File: config.mk
export PLATFORM = sky130hd
export DESIGN_NAME = output_reader
export DESIGN_NICKNAME = d
export VERILOG_FILES = /design/src/rtl/nn_pkg.sv /design/src/rtl/output_reader_argmax_tracker.sv /design/src/rtl/output_reader.sv
export SDC_FILE = /design/constraint.sdc
export NUM_CORES = 1
export LEC_CHECK = 0
export BUFFER_PORTS_ARGS = -buffer_cell sky130_fd_sc_hd__buf_2
export CAP_MARGIN = 20
export CORE_MARGIN = 3
export CORE_UTILIZATION = 50
export CTS_BUF_LIST = sky130_fd_sc_hd__clkbuf_2 sky130_fd_sc_hd__clkbuf_4 sky130_fd_sc_hd__clkbuf_8
export DETAILED_ROUTE_END_ITERATION = 8
export PLACE_DENSITY = 0.78
export SYNTH_ARGS = -nofsm -noshare
export SYNTH_HDL_FRONTEND = slang
export SYNTH_HIERARCHICAL = 1
export SYNTH_SLANG_ARGS = --single-unit
export TNS_END_PERCENT = 30
File: constraint.sdc
create_clock -name clk -period 21.4 [get_ports clk]
set_clock_uncertainty 0.15 [all_clocks]
set_input_delay 4.28 -clock clk [delete_from_list [all_inputs] [get_ports clk]]
set_output_delay 4.28 -clock clk [all_outputs]
set_load 0.02 [all_outputs]
File: src/rtl/nn_pkg.sv
// Shared constants, word type and readout FSM encoding for the output stage.
package nn_pkg;
    localparam int DATA_W  = 16;
    localparam int NUM_OUT = 10;
    localparam int ADDR_W  = 6;
    localparam int LANE_W  = 4;

    typedef logic signed [DATA_W-1:0] word_t;

    typedef enum logic [2:0] {
        IDLE    = 3'd0,
        WAIT    = 3'd1,
        CAPTURE = 3'd2,
        STREAM  = 3'd3,
        FIN     = 3'd4
    } rd_state_e;
endpackage

File: src/rtl/output_reader_argmax_tracker.sv
// Running signed argmax over one sample's lanes. Built only when
// OUTPUT_READER_ARGMAX_EN is defined; otherwise this file contributes nothing.
`ifdef OUTPUT_READER_ARGMAX_EN
module argmax_tracker
    import nn_pkg::*;
(
    input  logic              clk,
    input  logic              reset,
    input  logic              clear,
    input  logic              in_valid,
    input  word_t             in_data,
    input  logic [LANE_W-1:0] in_lane,
    output logic [LANE_W-1:0] max_idx,
    output word_t             max_val
);
    logic [LANE_W-1:0] r_max_idx;
    word_t             r_max_val;
    logic              w_take;

    // Lane 0 seeds the maximum; strictly-greater keeps the lower lane on ties.
    assign w_take = (in_lane == '0) || (in_data > r_max_val);

    // Update the running maximum on each accepted word.
    always_ff @(posedge clk) begin
        if (!reset || clear) begin
            r_max_idx <= '0;
            r_max_val <= '0;
        end else if (in_valid && w_take) begin
            r_max_idx <= in_lane;
            r_max_val <= in_data;
        end
    end

    assign max_idx = r_max_idx;
    assign max_val = r_max_val;
endmodule
`endif

File: src/rtl/output_reader.sv
// Drains the 10-lane output SRAM one sample at a time and streams each lane
// over valid/ready. Define OUTPUT_READER_ARGMAX_EN to add per-sample argmax.
//
// Handshake: a word transfers on a clock edge where out_valid && out_ready;
// once out_valid rises it stays high with out_data/out_lane/out_sample/
// out_last stable until that transfer happens.
module output_reader
    import nn_pkg::*;
(
    input  logic                      clk,
    input  logic                      reset,
    input  logic                      start,
    input  logic [ADDR_W:0]           num_samples,
    output logic [ADDR_W-1:0]         rd_addr,
    input  logic [NUM_OUT*DATA_W-1:0] rd_data,
    output logic                      out_valid,
    input  logic                      out_ready,
    output logic [DATA_W-1:0]         out_data,
    output logic [LANE_W-1:0]         out_lane,
    output logic [ADDR_W-1:0]         out_sample,
    output logic                      out_last,
    output logic                      class_valid,
    output logic [LANE_W-1:0]         class_idx,
    output logic [DATA_W-1:0]         class_score,
    output logic                      busy,
    output logic                      done,
    output logic [2:0]                dbg_state
);
    rd_state_e         r_state;
    rd_state_e         w_next_state;
    logic [ADDR_W:0]   r_num;
    logic [ADDR_W-1:0] r_rd_addr;
    logic [LANE_W-1:0] r_lane;
    word_t             r_buf [NUM_OUT];

    logic              w_hs;
    logic              w_last_lane;
    logic              w_last_sample;
    word_t             w_out_data;

    assign w_hs          = (r_state == STREAM) && out_ready;
    assign w_last_lane   = (r_lane == LANE_W'(NUM_OUT-1));
    assign w_last_sample = (({1'b0, r_rd_addr} + (ADDR_W+1)'(1)) == r_num);

    // State register plus sample count, address and lane counters.
    always_ff @(posedge clk) begin
        if (!reset) begin
            r_state   <= IDLE;
            r_num     <= '0;
            r_rd_addr <= '0;
            r_lane    <= '0;
        end else begin
            r_state <= w_next_state;
            case (r_state)
                IDLE: begin
                    if (start) begin
                        r_num     <= num_samples;
                        r_rd_addr <= '0;
                    end
                end
                CAPTURE: r_lane <= '0;
                STREAM: begin
                    if (w_hs) begin
                        if (!w_last_lane) begin
                            r_lane <= r_lane + LANE_W'(1);
                        end else begin
                            r_lane <= '0;
                            if (!w_last_sample) r_rd_addr <= r_rd_addr + ADDR_W'(1);
                        end
                    end
                end
                default: ;
            endcase
        end
    end

    // Lane buffer: the SRAM q bus is only meaningful in CAPTURE.
    always_ff @(posedge clk) begin
        if (r_state == CAPTURE) begin
            for (int i = 0; i < NUM_OUT; i++) begin
                r_buf[i] <= rd_data[i*DATA_W +: DATA_W];
            end
        end
    end

    // Next-state logic and stream outputs decoded from the current state.
    always_comb begin
        w_next_state = r_state;
        out_valid    = 1'b0;
        w_out_data   = '0;
        out_lane     = '0;
        out_last     = 1'b0;
        busy         = (r_state != IDLE);
        done         = 1'b0;
        case (r_state)
            IDLE:    if (start) w_next_state = (num_samples == '0) ? FIN : WAIT;
            WAIT:    w_next_state = CAPTURE;
            CAPTURE: w_next_state = STREAM;
            STREAM: begin
                out_valid  = 1'b1;
                w_out_data = r_buf[r_lane];
                out_lane   = r_lane;
                out_last   = w_last_lane && w_last_sample;
                if (w_hs && w_last_lane) w_next_state = w_last_sample ? FIN : WAIT;
            end
            FIN: begin
                done         = 1'b1;
                w_next_state = IDLE;
            end
            default: w_next_state = IDLE;
        endcase
    end

    assign rd_addr    = r_rd_addr;
    assign out_sample = r_rd_addr;
    assign out_data   = w_out_data;
    assign dbg_state  = r_state;

`ifdef OUTPUT_READER_ARGMAX_EN
    logic              r_cls_pend;
    logic [LANE_W-1:0] r_cls_idx;
    word_t             r_cls_score;
    logic [LANE_W-1:0] w_max_idx;
    word_t             w_max_val;

    argmax_tracker u_argmax (
        .clk      (clk),
        .reset    (reset),
        .clear    (r_state == CAPTURE),
        .in_valid (w_hs),
        .in_data  (w_out_data),
        .in_lane  (r_lane),
        .max_idx  (w_max_idx),
        .max_val  (w_max_val)
    );

    // Pulse after the last lane transfers, then hold the result until the next pulse.
    always_ff @(posedge clk) begin
        if (!reset) begin
            r_cls_pend  <= 1'b0;
            r_cls_idx   <= '0;
            r_cls_score <= '0;
        end else begin
            r_cls_pend <= w_hs && w_last_lane;
            if (r_cls_pend) begin
                r_cls_idx   <= w_max_idx;
                r_cls_score <= w_max_val;
            end
        end
    end

    assign class_valid = r_cls_pend;
    assign class_idx   = r_cls_pend ? w_max_idx : r_cls_idx;
    assign class_score = r_cls_pend ? w_max_val : r_cls_score;
`else
    assign class_valid = 1'b0;
    assign class_idx   = '0;
    assign class_score = '0;
`endif
endmodule

======== After elaboration in Yosys (flattened, before gate mapping) ========
Memory sizes are Yosys's and may differ from the RTL's. A register that Yosys moved wholly into a read port is not among the register bits.
Cells that the tools add are included.
word-level totals
  register bits ........................... 20
  memory bits (writable) .................. 160
  input bits .............................. 171
  output and inout port bits .............. 60
  memories kept ........................... 1
operators by class
  $add $sub $neg .......................... 3
  equal/unequal tests ..................... 11
  mux-type cells .......................... 22
  reduce and logical (&&, ||, !) cells .... 12
memory list
  name   depth  bits a word  read ports  clocked after memory_dff  write ports  RTL line             RTL
  r_buf  10     16           1           1                         10           output_reader.sv:34  word_t r_buf [NUM_OUT];
operators by type and width
  cell                                                             number
  6-bit 2-to-1 mux                                                 4
  4-bit 2-to-1 mux                                                 5
  16-bit 2-to-1 mux                                                1
  3-bit 2-to-1 mux                                                 4
  3-bit case mux with 4 select lines                               1
  6-bit case mux with 2 select lines                               1
  2-bit != test, second input constant                             4
  4-bit case mux with 2 select lines                               1
  6-bit by 1-bit adder with 7-bit output, second input constant    1
  7-bit == test                                                    1
  7-bit logical NOT                                                1
  6-bit by 1-bit adder with 6-bit output, second input constant    1
  3-bit by 2-bit == test with 1-bit output, second input constant  2
  2-bit AND reduction                                              3
  1-bit 2-to-1 mux                                                 5
  5-bit AND reduction                                              1
  4-bit by 1-bit adder with 4-bit output, second input constant    1
  4-bit == test, second input constant                             1
  2-bit nonzero test                                               2
  3-bit by 1-bit == test with 1-bit output, second input constant  1
  3-bit == test, second input constant                             1
  1-bit logical AND                                                3
  3-bit logical NOT                                                1
  3-bit nonzero test                                               1
  2-bit by 1-bit != test with 1-bit output, second input constant  1

======== Longest topological paths before layout ========
Gate-level depths: netlist (run 1).
  word-level depth ........................ 6
  depth in mapped cells ................... 9

======== Least setup slack after synthesis (run 1) ========
Ideal clock, no wire load.
  path kind ............................... register -> register
  from .................................... register r_state[1] (netlist: dbg_state[1])
  to ...................................... memory r_buf[0][0] (netlist name) (enable)
  library setup time ...................... 682 ps
  arrival ................................. 7,301 ps
  setup slack ............................. 13,267 ps
  stages on the path, launching flop included .. 3
  cell sequence ........................... dfxtp_1 -> nand2b_2 -> nor2_1
RTL lines
  item                    RTL line             RTL
  start, declared         output_reader.sv:29  rd_state_e r_state;
  start signal, assigned  output_reader.sv:53  r_state <= w_next_state;
  end, declared           output_reader.sv:34

==> flow_metrics.env, run 1 <==
export IMPL_port_buffers=209
export IMPL_switching_share_pct=23.38
export IMPL_power_w=0.0006960
export IMPL_vdd_drop_max_v=0.00005142
export IMPL_crit_arrival_ns=2.78
export IMPL_regToRegEndpoint="out_sample[5]"
export IMPL_synth_top_cell_area_share_pct=63.29
export IMPL_ios=231
export IMPL_hold_buffers=0
export IMPL_tightest_slew_ns=0.9566
export IMPL_drt_total_wl_um=15450
export IMPL_grt_pass1_vias=4644
export IMPL_yosys_top_cells_count="edfxtp_1, a211oi_1, mux4_2, buf_4, dfxtp_1"
export IMPL_status="complete, no violations"
export IMPL_cts_buffers=17
export IMPL_yosys_area_top_type="edfxtp_1"
export IMPL_postRouteAntennaNets=0
export IMPL_r2r_cells=7
export IMPL_synth_most_common_cell="edfxtp_1"
export IMPL_power_internal_w=0.0005333
export IMPL_power_frac_seq_pct=60.0
export IMPL_synthTopCellsByArea="edfxtp_1, mux4_2, dfxtp_1"
export IMPL_die_x_um=129.2
export IMPL_vias=4570
export IMPL_via_per_inst=5.358
export IMPL_syn_to_final_growth_pct=19.93
export IMPL_place_ws_ns=14.60
export IMPL_avgSynthCellArea_sq_um=16.98
export IMPL_ys_seq_area_share_pct=69.62
export IMPL_drc=0
export IMPL_pwr_share_clk_pct=32.7
export IMPL_antenna_found_initial=3
export IMPL_min_path_cells=2
export IMPL_grt_max_degree=94
export IMPL_layout_nets=826
export IMPL_synthFlopType="edfxtp_1"
export IMPL_worstSetupEndpointType="primary output"
export IMPL_postSynth_asyncResetShare_pct=0
export IMPL_ys_ff_latch=184
export IMPL_r2r_slack_ns=18.98
export IMPL_r2r_start="out_sample[0]"
export IMPL_p_leak_nw=3.442
export IMPL_n_fill_cell=1115
export IMPL_max_slew_margin_rel_pct=36.22
export IMPL_synth_cell_area_sq_um=7591
export IMPL_wl_per_cell_um=18.11
export IMPL_rsz0062_at_grt="no"
export IMPL_p_per_area_nw_per_um2=76.46
export IMPL_cts_sinks=184
export IMPL_setup_viol=0
export IMPL_syn_inst=447
export IMPL_place_gp_congestion=0.8287
export IMPL_period_share_pct=33.71
export IMPL_crit_end="out_data[9]"
export IMPL_critPathRequiredTime_ns=16.97
export IMPL_p_switching_w=0.0001628
export IMPL_clk_path_buf_depth=2
export IMPL_coreArea_sq_um=14700
export IMPL_hold_ws_ns=0.3223
export IMPL_cts_root_buf="clkbuf_8"
export IMPL_critical_path_max_fanout=48
export IMPL_max_freq_ghz=0.1386
export IMPL_grt_first_pass_wirelength_um=23840
export IMPL_min_period_ns=7.214
export IMPL_drive_above_1_share_pct=44.66
export IMPL_fin_setup_tns_ns=0
export IMPL_post_cts_resized=0
export IMPL_yosysWarningCount=6
export IMPL_post_route_util_pct=61.93
export IMPL_synth_distinct_cells=49
export IMPL_die_y_um=129.2
export IMPL_grt_usage_pct=19.02
export IMPL_cts_setup_buffers=0
export IMPL_start_util_pct=51.64
export IMPL_hold_viol_final=0
export IMPL_combPwrFrac_pct=7.3
export IMPL_layout_setup_ws_ns=14.19
export IMPL_start_kind="register"
export IMPL_path_clk_slew_ns=0.10
export IMPL_htree_levels=4
export IMPL_cts_tree="done"
export IMPL_worstSkewPairLatency_ns=0.44
export IMPL_drt_first_pass_iters=5
export IMPL_die_area_sq_um=16700
export IMPL_hpwl_um=10870
export IMPL_gr_total_overflow=0
export IMPL_holdCritPathClass="reg2reg"
export IMPL_maxSlewViolCount=0
export IMPL_rows=44
export IMPL_drt_iter0_drc=314
export IMPL_maxCapViolCount=0
export IMPL_synth_edf_count=160
export IMPL_critPathKind="reg2out"
[placed cells by master, fill, tap and decap left out, types with 14 or more instances in the layout]
master,Yosys,final
nor2b_1,16,16
dfxtp_1,24,22
mux2i_1,17,17
clkbuf_8,1,17
conb_1,1,21
nor2_1,15,14
nand2_1,19,19
buf_2,3,209
mux4_2,32,32
a211oi_1,32,32
edfxtp_1,160,160
[metal layers]
layer  global-route usage [%]  vias up  share of wire [%]
li1                         -     2117                  -
met4                    8.153        0                2.2
met5                        0        -                  0
met2                    31.98      192                 52
met1                    23.23     2240                 39
met3                    5.276       21                6.5
[final cells by class]
class	count	area [sq um]	area share, %
clock inverter	13	142.6	1.567
sequential	184	5290	58.11
timing repair buffer	214	1104	12.12
tap	184	230.2	2.529
antenna	4	10.01	0.1100
clock buffer	19	249.0	2.735
multi-input combinational	229	2056	22.58
inverter	6	22.52	0.2474
[sequential cells by signal, summed over array words and instances (netlist names), named ones only]
register / count
r_num: 7
out_sample: 6
r_lane: 4
dbg_state: 3
r_buf: 160
[through the flow]
stage / std cells / instance area (sq um)
after floorplan: 467 / 7666
after global placement: 816 / 8675
after detailed placement: 816 / 8675
after CTS: 848 / 9066
after global routing: 853 / 9104
final: 853 / 9104
[logic make-up after synthesis]
group,count (synthesis),synth area share [%]
compound gates,60,5.835
xor+xnor,8,1.220
fa+ha+maj,3,0.4945
simple gates,86,6.362
other cells,1,0.04940
mux,51,12.03
buf+inv,54,4.384
flops,184,69.62
[power groups by stage]
stage               sequential, W  clock (W)  combinational, W
floorplan                0.000429          0         0.0000307
global placement         0.000425          0         0.0000486
detailed placement       0.000426          0         0.0000502
CTS                      0.000418   0.000234         0.0000502
global route             0.000420   0.000247         0.0000560
finish                   0.000418   0.000228         0.0000508
[worst min path at each step]
stage / start / endpoint
floorplan: r_num[6] / r_num[6]
global placement: r_num[6] / r_num[6]
detailed placement: r_num[0] / r_num[0]
CTS: r_num[0] / r_num[0]
global route: r_num[5] / r_num[5]
finish: r_num[0] / r_num[0]
[worst max-delay path, cell delays in order (launching register included)]
cell and delay (ns):
dfxtp_4 1.00, mux4_2 0.61, nor2b_1 0.15, a211oi_1 0.26
a211oi_1 0.10, buf_2 0.21
(Power assumes the default switching activity.)
==> run 2, diff against run 1 <==
Settings changed: CORE_UTILIZATION 50 to 48.
Clock period 21.4 ns to 6 ns, I/O delays scaled along.
==> flow_metrics.env, run 2 (synthesized netlist as in run 1, its figures left out) <==
export IMPL_cts_buffers=17
export IMPL_port_buffers=209
export IMPL_layout_common_cells="buf_2, edfxtp_1, mux4_2, a211oi_1, dfxtp_1"
export IMPL_maxSlewViolCount=0
export IMPL_cp_top_family="flip-flops"
export IMPL_maxCapViolCount=0
export IMPL_die_x_um=131.8
export IMPL_p_per_area_nw_per_um2=274.3
export IMPL_final_common_cell="buf_2"
export IMPL_post_route_util_pct=59.85
export IMPL_cts_setup_buffers=0
export IMPL_max_stage_delay_ns=0.97
export IMPL_regMostFlops="r_buf"
export IMPL_drc=0
export IMPL_start_util_pct=49.57
export IMPL_hold_viol_final=0
export IMPL_cts_sinks=184
export IMPL_critPathKind="reg2out"
export IMPL_critPathRequiredTime_ns=4.65
export IMPL_layout_nets=826
export IMPL_largest_reg_flops=160
export IMPL_grt_usage_pct=18.74
export IMPL_grt_first_pass_wirelength_um=25190
export IMPL_worstSkewPairLatency_ns=0.45
export IMPL_tightest_slew_ns=0.9304
export IMPL_drt_iter0_drc=243
export IMPL_holdCritPathClass="reg2reg"
export IMPL_start_kind="register"
export IMPL_post_cts_resized=0
export IMPL_setup_viol=0
export IMPL_syn_to_final_growth_pct=20.75
export IMPL_p_leak_nw=3.444
export IMPL_postRouteAntennaNets=0
export IMPL_path_common_cell="a211oi_1"
export IMPL_min_period_ns=4.158
export IMPL_clk_path_buf_depth=2
export IMPL_place_gp_congestion=0.8674
export IMPL_die_area_sq_um=17360
export IMPL_n_fill_cell=1193
export IMPL_cp_cell_sequence="mux4_2 -> nor2b_1 -> a211oi_1 -> a211oi_1 -> buf_2"
export IMPL_drt_first_pass_iters=6
export IMPL_final_seq_area_sq_um=5290
export IMPL_status="complete, no violations"
export IMPL_worstSetupEndpointType="primary output"
export IMPL_hpwl_um=11270
export IMPL_antenna_found_initial=4
export IMPL_grt_max_degree=90
export IMPL_vdd_drop_max_v=0.0002099
export IMPL_rows=45
export IMPL_path_clk_slew_ns=0.09
export IMPL_htree_levels=4
export IMPL_vias=4539
export IMPL_crit_path_top_delay_cell="dfxtp_4"
export IMPL_gr_total_overflow=0
export IMPL_hold_buffers=0
export IMPL_max_slew_margin_rel_pct=37.98
export IMPL_multiInputGateArea_sq_um=2056
export IMPL_rsz0062_at_grt="no"
export IMPL_cp_buffers_inverters=1
export IMPL_coreArea_sq_um=15310
export IMPL_fin_setup_tns_ns=0
export IMPL_cts_tree="done"
export IMPL_critical_path_max_fanout=48
export IMPL_period_share_pct=69.30
export IMPL_via_per_inst=5.158
export IMPL_grt_pass1_vias=4823
export IMPL_cts_root_buf="clkbuf_8"
export IMPL_max_freq_ghz=0.2405
export IMPL_drive_above_1_share_pct=44.66
export IMPL_ios=231
export IMPL_crit_arrival_ns=2.81
export IMPL_die_y_um=131.8
export IMPL_drt_total_wl_um=15880
export IMPL_wl_per_cell_um=18.05
[run 2: per-layer routing]
| metal | track usage, % | routed length, um | up-vias |
|---|---|---|---|
| met5 | 0 | 19 | - |
| met4 | 6.476 | 258 | 2 |
| met3 | 6.031 | 1189 | 19 |
| met2 | 30.46 | 8021 | 189 |
| met1 | 24.01 | 6395 | 2204 |
| li1 | - | - | 2125 |
[run 2: cell type report]
cell class,instances,share of cell area (%)
multi-input cells,229,22.43
diodes,4,0.1092
inverters,6,0.2457
repair buffers,214,12.04
flip-flops and latches,184,57.71
well taps,211,2.880
clock inverters,14,1.952
clock buffers,18,2.634
[run 2: tightest hold or removal path, cell delays in order (launching register included)]
cell and delay (ns):
dfxtp_1 0.33, nand2_1 0.05, a21oi_1 0.05
[run 2: where the power goes]
part           switching, W  internal (W)
Combinational      0.000101     0.0000810
Sequential        0.0000218       0.00147
Clock              0.000483      0.000360
Total              0.000606       0.00191
[run 2: stage by stage]
stage / area [sq um] / total power [W] / setup slack (ns) / cells / hold slack, ns
2_1_floorplan: 7669 / 0.001631 / 0.5724 / 467 / 0.2959
3_3_place_gp: 8708 / 0.001691 / 2.278 / 843 / 0.3106
3_5_place_dp: 8708 / 0.001701 / 2.235 / 843 / 0.3098
4_1_cts: 9129 / 0.002542 / 1.716 / 875 / 0.3232
5_1_grt: 9164 / 0.002622 / 1.641 / 879 / 0.3504
6_report: 9166 / 0.002515 / 1.842 / 880 / 0.3242
[run 2: final timing paths]
check | from | end | slack (ns) | cells after the start
max | register | out_data[15] | 1.84 | 5
min | r_num[4] | r_num[4] | 0.32 | 2
max reg2reg | out_sample[0] | out_sample[5] | 3.55 | 7
min reg2reg | r_num[4] | r_num[4] | 0.32 | 2
